--- config.mk ---
export PLATFORM = sky130hd
export DESIGN_NAME = c2_initiator
export DESIGN_NICKNAME = d
export VERILOG_FILES = /design/src/rtl/c2_initiator.sv
export SDC_FILE = /design/constraint.sdc
export NUM_CORES = 1
export LEC_CHECK = 0
export CAP_MARGIN = 20
export CORE_MARGIN = 4
export CORE_UTILIZATION = 55
export DETAILED_ROUTE_END_ITERATION = 12
export GPL_TIMING_DRIVEN = 0
export PLACE_DENSITY = 0.94
export RECOVER_POWER = 25
export SLEW_MARGIN = 20
export SYNTH_ARGS = -nofsm -noshare
export SYNTH_HDL_FRONTEND = slang
export SYNTH_SLANG_ARGS = --single-unit
--- constraint.sdc ---
create_clock -name clk -period 7 [get_ports clk]
set_input_delay 1.4 -clock clk [delete_from_list [all_inputs] [get_ports clk]]
set_output_delay 1.4 -clock clk [all_outputs]
set_load 0.05 [all_outputs]
--- src/rtl/c2_initiator.sv ---
// C2 bus initiator: moves one cache line per request as BUS_SIZE-bit beats over the C2 bus.
// Define C2_TIMEOUT_EN to bound the RD_WAIT/WR_WAIT states by TIMEOUT_CYCLES and flag resp_err.
module c2_initiator #(
    parameter int MEM_ADDR_SIZE     = 19,
    parameter int CACHE_OFFSET_SIZE = 4,
    parameter int BUS_SIZE          = 16,
    parameter int CACHE_LINE_SIZE   = 16,
    parameter int TIMEOUT_CYCLES    = 100
) (
    input  logic                                     clk,
    input  logic                                     reset,
    input  logic                                     req_valid,
    output logic                                     req_ready,
    input  logic                                     req_write,
    input  logic [MEM_ADDR_SIZE-CACHE_OFFSET_SIZE-1:0] req_addr,
    input  logic [CACHE_LINE_SIZE*8-1:0]             req_wdata,
    output logic                                     resp_valid,
    output logic                                     resp_err,
    output logic [CACHE_LINE_SIZE*8-1:0]             resp_rdata,
    output logic [MEM_ADDR_SIZE-CACHE_OFFSET_SIZE-1:0] c2_addr,
    output logic [1:0]                               c2_cmd_out,
    input  logic [1:0]                               c2_cmd_in,
    output logic [BUS_SIZE-1:0]                      c2_data_out,
    output logic                                     c2_data_oe,
    input  logic [BUS_SIZE-1:0]                      c2_data_in
);
    localparam int LA     = MEM_ADDR_SIZE - CACHE_OFFSET_SIZE;
    localparam int LW     = CACHE_LINE_SIZE * 8;
    localparam int NBEATS = LW / BUS_SIZE;
    localparam int BW     = (NBEATS > 1) ? $clog2(NBEATS) : 1;

    localparam logic [1:0]    CMD_NOP      = 2'd0;
    localparam logic [1:0]    CMD_RESPONSE = 2'd1;
    localparam logic [1:0]    CMD_READ     = 2'd2;
    localparam logic [1:0]    CMD_WRITE    = 2'd3;
    localparam logic [BW-1:0] LAST_BEAT    = BW'(NBEATS - 1);

    typedef enum logic [2:0] {
        S_IDLE, S_RD_CMD, S_RD_WAIT, S_RD_DATA, S_WR_DATA, S_WR_WAIT, S_DONE
    } state_e;

    state_e          state_q, state_d;
    logic [BW-1:0]   beat_q, beat_d;
    logic [LA-1:0]   addr_q, addr_d;
    logic [LW-1:0]   wdata_q, wdata_d;
    logic [LW-1:0]   rbuf_q, rbuf_d;
    logic [LW-1:0]   rdata_q, rdata_d;
    logic [1:0]      cmd_q, cmd_d;
    logic [BUS_SIZE-1:0] dout_q, dout_d;
    logic            oe_q, oe_d;
    logic            rvalid_q, rvalid_d;
    logic            rerr_q, rerr_d;
    logic            resp_seen;
    logic            tmo_hit;
    logic            tmo_fire;

    assign resp_seen = (c2_cmd_in == CMD_RESPONSE);

`ifdef C2_TIMEOUT_EN
    localparam int TW = $clog2(TIMEOUT_CYCLES + 1);
    logic [TW-1:0] tmo_q, tmo_d;

    assign tmo_hit = ((state_q == S_RD_WAIT) || (state_q == S_WR_WAIT)) &&
                     (tmo_q == TW'(TIMEOUT_CYCLES - 1));

    // Counts only while staying in a wait state, so each entry starts from zero.
    always_comb begin
        tmo_d = '0;
        if (((state_q == S_RD_WAIT) || (state_q == S_WR_WAIT)) && (state_d == state_q))
            tmo_d = tmo_q + 1'b1;
    end

    always_ff @(posedge clk) begin
        if (reset) tmo_q <= '0;
        else       tmo_q <= tmo_d;
    end
`else
    // Timeout disabled: the wait states never expire.
    assign tmo_hit = (TIMEOUT_CYCLES < 0);
`endif

    // State register
    always_ff @(posedge clk) begin
        // NOTE: sequential state uses non-blocking assignments so every register samples pre-edge values.
        if (reset) begin
            state_q <= S_IDLE;
            beat_q  <= '0;
        end else begin
            state_q <= state_d;
            beat_q  <= beat_d;
        end
    end

    // Next-state logic
    always_comb begin
        // NOTE: defaults first so no path through the case leaves a variable unassigned (no latches).
        state_d  = state_q;
        beat_d   = beat_q;
        tmo_fire = 1'b0;
        case (state_q)
            S_IDLE: begin
                if (req_valid) begin
                    state_d = req_write ? S_WR_DATA : S_RD_CMD;
                    beat_d  = '0;
                end
            end
            S_RD_CMD: state_d = S_RD_WAIT;
            S_RD_WAIT: begin
                if (resp_seen) begin
                    state_d = S_RD_DATA;
                    beat_d  = BW'(1);
                end else if (tmo_hit) begin
                    state_d  = S_DONE;
                    tmo_fire = 1'b1;
                end
            end
            S_RD_DATA: begin
                beat_d = beat_q + 1'b1;
                if (beat_q == LAST_BEAT) state_d = S_DONE;
            end
            S_WR_DATA: begin
                beat_d = beat_q + 1'b1;
                if (beat_q == LAST_BEAT) state_d = S_WR_WAIT;
            end
            S_WR_WAIT: begin
                if (resp_seen) begin
                    state_d = S_DONE;
                end else if (tmo_hit) begin
                    state_d  = S_DONE;
                    tmo_fire = 1'b1;
                end
            end
            S_DONE:  state_d = S_IDLE;
            default: state_d = S_IDLE;
        endcase
    end

    // Output logic: bus outputs are computed from the next state so they appear registered.
    always_comb begin
        cmd_d    = CMD_NOP;
        oe_d     = 1'b0;
        dout_d   = '0;
        addr_d   = addr_q;
        wdata_d  = wdata_q;
        rbuf_d   = rbuf_q;
        rdata_d  = rdata_q;
        rvalid_d = (state_d == S_DONE);
        rerr_d   = tmo_fire;

        if ((state_q == S_IDLE) && req_valid) begin
            addr_d  = req_addr;
            wdata_d = req_wdata;
        end

        if (((state_q == S_RD_WAIT) && resp_seen) || (state_q == S_RD_DATA))
            rbuf_d[beat_q*BUS_SIZE +: BUS_SIZE] = c2_data_in;

        if ((state_q == S_RD_DATA) && (state_d == S_DONE))
            rdata_d = rbuf_d;

        case (state_d)
            S_RD_CMD: cmd_d = CMD_READ;
            S_WR_DATA: begin
                cmd_d  = CMD_WRITE;
                oe_d   = 1'b1;
                dout_d = wdata_d[beat_d*BUS_SIZE +: BUS_SIZE];
            end
            default: ;
        endcase
    end

    always_ff @(posedge clk) begin
        if (reset) begin
            addr_q   <= '0;
            wdata_q  <= '0;
            rbuf_q   <= '0;
            rdata_q  <= '0;
            cmd_q    <= CMD_NOP;
            dout_q   <= '0;
            oe_q     <= 1'b0;
            rvalid_q <= 1'b0;
            rerr_q   <= 1'b0;
        end else begin
            addr_q   <= addr_d;
            wdata_q  <= wdata_d;
            rbuf_q   <= rbuf_d;
            rdata_q  <= rdata_d;
            cmd_q    <= cmd_d;
            dout_q   <= dout_d;
            oe_q     <= oe_d;
            rvalid_q <= rvalid_d;
            rerr_q   <= rerr_d;
        end
    end

    assign req_ready   = (state_q == S_IDLE);
    assign resp_valid  = rvalid_q;
    assign resp_err    = rerr_q;
    assign resp_rdata  = rdata_q;
    assign c2_addr     = addr_q;
    assign c2_cmd_out  = cmd_q;
    assign c2_data_out = dout_q;
    assign c2_data_oe  = oe_q;

endmodule

# Word-level counts from Yosys, hierarchy flattened

Cells that the tools add are included.

$add $sub $neg: 2
Eq/ne operators: 10
Shifts and indexed selects: 3
Muxes and demuxes: 15
Bitwise logic cells: 1
Reductions and logical operators: 7

Operators by type and width:

| operator                  | number |
|---|---|
| $mux 128                  | 2 |
| $bwmux 128                | 1 |
| $shift 16x34->128 const A | 1 |
| $shiftx 128x8->16         | 1 |
| $shiftx 16x34->128        | 1 |
| $neg 7->34                | 1 |
| $mux 3                    | 8 |
| $pmux 3 s6                | 1 |
| $eq 3x3->1 const B        | 5 |
| $pmux 3 s3                | 1 |
| $eq 3x1->1 const B        | 2 |
| $eq 3x2->1 const B        | 2 |
| $pmux 2 s2                | 1 |
| $reduce_or 2->1           | 2 |
| $add 3x1->3 const B       | 1 |
| $logic_and 1x1->1         | 3 |
| $logic_not 3->1           | 1 |
| $eq 2x1->1 const B        | 1 |
| $logic_or 1x1->1          | 1 |
| $mux 1                    | 1 |
| $not 1->1                 | 1 |

Register bits after elaboration: 425
Bits of input ports: 165
Output and inout port bits: 165
Word-level logic and storage cells: 48

# Longest topological paths before layout

Depth after elaboration: 6
Gate-level depth with buffers: 12
Depth with buffers taken out: 9

# Worst setup path before layout

No wires, ideal clock.

Path kind: input to register
From: input port c2_cmd_in[0]
To: register dout_q[10], in the netlist c2_data_out[10]
Setup time: 118 ps
Data arrival time: 2,946 ps
Required time: 6,882 ps
Setup slack: 3,936 ps
Cell stages on the path: 8
Buffers on the path: 2
Cell sequence: nor2b_1 -> o21ai_1 -> buf_2 -> nand3_1 -> o22ai_1 -> buf_2 -> a32oi_1 -> o2111a_1

Longest elaborated chain between the ends: 6
Elaborated cells between the ends (all ways): 10
Classes of those cells: eq/ne: 2; shift: 1; mux: 5; bitwise: 1; reduce/logical: 1

Ends and longest elaborated chain:

| element                                                                   | RTL line | RTL |
|---|---|---|
| start: declaration                                                        | 22       | `input logic [1:0] c2_cmd_in,` |
| $eq 2x1->1 *                                                              | 57       | `assign resp_seen = (c2_cmd_in == CMD_RESPONSE);` |
| parallel branches: the longest is 5 deep, another holds $shiftx 128x8->16 | n/a      |  |
| end signal: assignment                                                    | 189      | `dout_q <= dout_d;` |
| end: declaration                                                          | 49       | `logic [BUS_SIZE-1:0] dout_q, dout_d;` |

Mark *: on every way between the ends.
A chain may end at the register's enable or synchronous reset.

# Final worst setup path

From: input port c2_cmd_in[0]
To: register dout_q[2], in the netlist c2_data_out[2]

Same word-level chain as after synthesis.

==> flow_metrics.tcl <==
set metrics [dict create \
    outcome "completed" \
    via_per_inst 5.86 \
    syn_area_per_cell_um2 8.80 \
    overflow 0 \
    initial_core_util_pct 55.7 \
    dp_hpwl_mm 40.1 \
    syn_inst 1816 \
    power_frac_comb_pct 11.1 \
    fill_cells 1965 \
    cap_violations 0 \
    firstDrtPassIters 6 \
    die_x_um 178 \
    port_buffers 327 \
    met1_usage_pct 39.9 \
    seq_area_frac_synth_pct 53.1 \
    wl_per_cell_um 21.3 \
    grt_pass1_vias 15200 \
    critPathMaxFanout 10 \
    fp.dieH_um 178 \
    rr_worst_depth 10 \
    core_um2 28700 \
    fmax_ghz 0.228 \
    die_area_um2 31800 \
    power.switching_mw 1.42 \
    num_rows 62 \
    fin_util_pct 74.1 \
    async_reset_ff_share_pct 0 \
    required_ns 7.41 \
    reg2reg_from "beat_q[0]$_SDFF_PP0_" \
    postCtsHoldBufs 0 \
    multi_input_area_um2 6790 \
    clkLatencyLatePin_ns 0.55 \
    crit_type "primary input to register" \
    worst_slack_ns 2.62 \
    hold_violations 0 \
    synth-edff-count 0 \
    synthesis.nets 1985 \
    wl_mm 55.4 \
    drtIter0Drc 1469 \
    intPower_mw 4.24 \
    clockBufferDepth 3 \
    power.density_nw_per_um2 266 \
    hold_path_end "c2_addr[11]$_SDFFE_PP0N_" \
    cts_buffers 42 \
    grt_use_total_pct 33.7 \
    reg2reg_to "resp_rdata[110]$_SDFFE_PP0P_" \
    slew_headroom_pct 39.7 \
    hp-class "register to register" \
    final_common_cell "dfxtp_1" \
    grt_pass1_wl_mm 83.8 \
    finalMaxSlewViolations 0 \
    holdCritStartpoint "c2_addr[11]$_SDFFE_PP0N_" \
    gr-max-usage-layer "met2" \
    ctsResizeCount 0 \
    via_count 15300 \
    cts-htree-levels 2 \
    ys_ff_latch 424 \
    met2_usage_pct 59.2 \
    ys.flop_type "dfxtp_1" \
    syn_area_um2 16000 \
    post-route-period-util_pct 62.6 \
    final_nets 2356 \
    postCtsSetupBuffers 0 \
    p_sw_share_pct 25.1 \
    yosysUniqueCellTypes 51 \
    ff_latch_area_um2 8490 \
    rsz0062_at_grt "false" \
    drc_errors 0 \
    antenna_found_initial 1 \
    grt_use_met3_pct 6.53 \
    holdPathStages 2 \
    period_needed_ns 4.38 \
    ant_nets 0 \
    tightest_slew_ns 0.897 \
    finalSetupTns_ns 0 \
    area_growth_pct 33.1 \
    dp_slack_ns 2.64 \
    start_kind "primary input" \
    clock_power_share_pct 44.3 \
    mostFrequentLayoutCells "dfxtp_1, nand2_1, nor2_1" \
    max-vdd-ir-drop_mv 0.255 \
    cts_tree "built" \
    p_seq_share_pct 44.6 \
    ios 330 \
    grt_max_degree 17 \
    cts_sinks 424 \
    yosysWarnings 0 \
    ctsRootBufferMaster "clkbuf_16" \
    antenna_cells 0 \
    ff2ff_setup_slack_ns 3.66 \
    worstPathArrival_ns 4.79 \
    finalClockSkew_ns 0.0250 \
    crit_path_end_kind "register" \
    finalSetupViolCount 0 \
    p_leak_nw 8.19 \
    clkTransAtPathRegs_ns 0.06 \
    place.gp.congestion 1.00 \
    drive_above_1_share_pct 4.87 \
]
## state kept, by name, summed over array words and instances (netlist names)
register,count
c2_cmd_out,2
beat_q,3
wdata_q,128
resp_rdata,128
rbuf_q,128
c2_addr,15
state_q,3
c2_data_out,16
resp_valid,1
## kinds of logic after synthesis
logic type / share of synthesized area [%]
buffers and inverters: 4.36
AO/OA/AOI/OAI: 14.6
other: 0.0235
multiplexers: 9.53
adder cells (fa/ha/maj): 0.313
flip-flops: 53.1
AND/OR/NAND/NOR: 18.1
## layout make-up
cell class	count	area share [%]
Sequential cell	424	39.9
Multi-Input combinational cell	1233	31.9
Timing Repair Buffer	327	15.4
Clock buffer	53	5.52
Buffer	148	3.03
Tap cell	384	2.26
Clock inverter	23	1.76
Inverter	11	0.194
## cells in the mapped netlist (4+ instances only)
library cell  number  share of area [%]
dfxtp_1          424                 53
nand2_1          355                8.3
nor2_1           297                7.0
a21oi_1          164                5.1
mux2i_1          151                9.5
a211oi_1         130                6.1
clkbuf_1         104                2.4
buf_2             17               0.53
and2_1            16               0.63
o21ai_0           15               0.47
a32oi_1           13               0.71
buf_1             12               0.28
a311oi_1          10               0.55
and3_1            10               0.39
inv_1             10               0.23
buf_4              9               0.42
nand3_1            8               0.25
buf_6              6               0.42
nor2b_1            5               0.20
nor3_1             5               0.16
o2111a_1           5               0.35
ha_1               4               0.31
## layer usage
layer	wire length, um	vias up
li1	-	6906
met1	20300	7150
met2	26800	981
met3	5500	218
met4	2740	2
met5	19	-
## power groups by stage
stage / Clock [mW] / Sequential, mW / Combinational (mW)
after global placement: 0 / 2.57 / 0.601
after detailed placement: 0 / 2.58 / 0.614
after global routing: 2.61 / 2.53 / 0.665
after floorplan: 0 / 2.61 / 0.304
after CTS: 2.51 / 2.53 / 0.619
final: 2.51 / 2.53 / 0.626
## metrics by stage
step	std cells	hold slack, ns	power (mW)	area [um2]
2_1_floorplan	1816	0.436	2.91	16000
3_3_place_gp	2527	0.441	3.18	19700
3_5_place_dp	2527	0.447	3.19	19700
4_1_cts	2603	0.454	5.65	21300
5_1_grt	2603	0.473	5.80	21300
6_report	2603	0.454	5.66	21300
## critical path, cell delays in order
cell           delay, ns
dlygate4sd3_1       0.56
nor2b_1             0.16
o21ai_0             0.36
clkbuf_1            0.53
nand3_1             0.19
o22ai_1             0.58
clkbuf_1            0.39
o21ai_0             0.30
and3_1              0.30
## how the worst max path moves through the flow
stage	start	to	slack, ns	cells after the start
after global placement	req_valid	c2_addr[12]$_SDFFE_PP0N_	2.69	7
after global routing	c2_cmd_in[0]	c2_data_out[2]$_SDFF_PP0_	2.34	9
after CTS	c2_cmd_in[0]	c2_data_out[2]$_SDFF_PP0_	3.17	9
after floorplan	c2_cmd_in[0]	c2_data_out[10]$_SDFF_PP0_	3.94	8
after detailed placement	c2_cmd_in[0]	c2_data_out[2]$_SDFF_PP0_	2.64	9
final	c2_cmd_in[0]	c2_data_out[2]$_SDFF_PP0_	2.62	9
No activity file was read; power rests on OpenSTA's default activity.
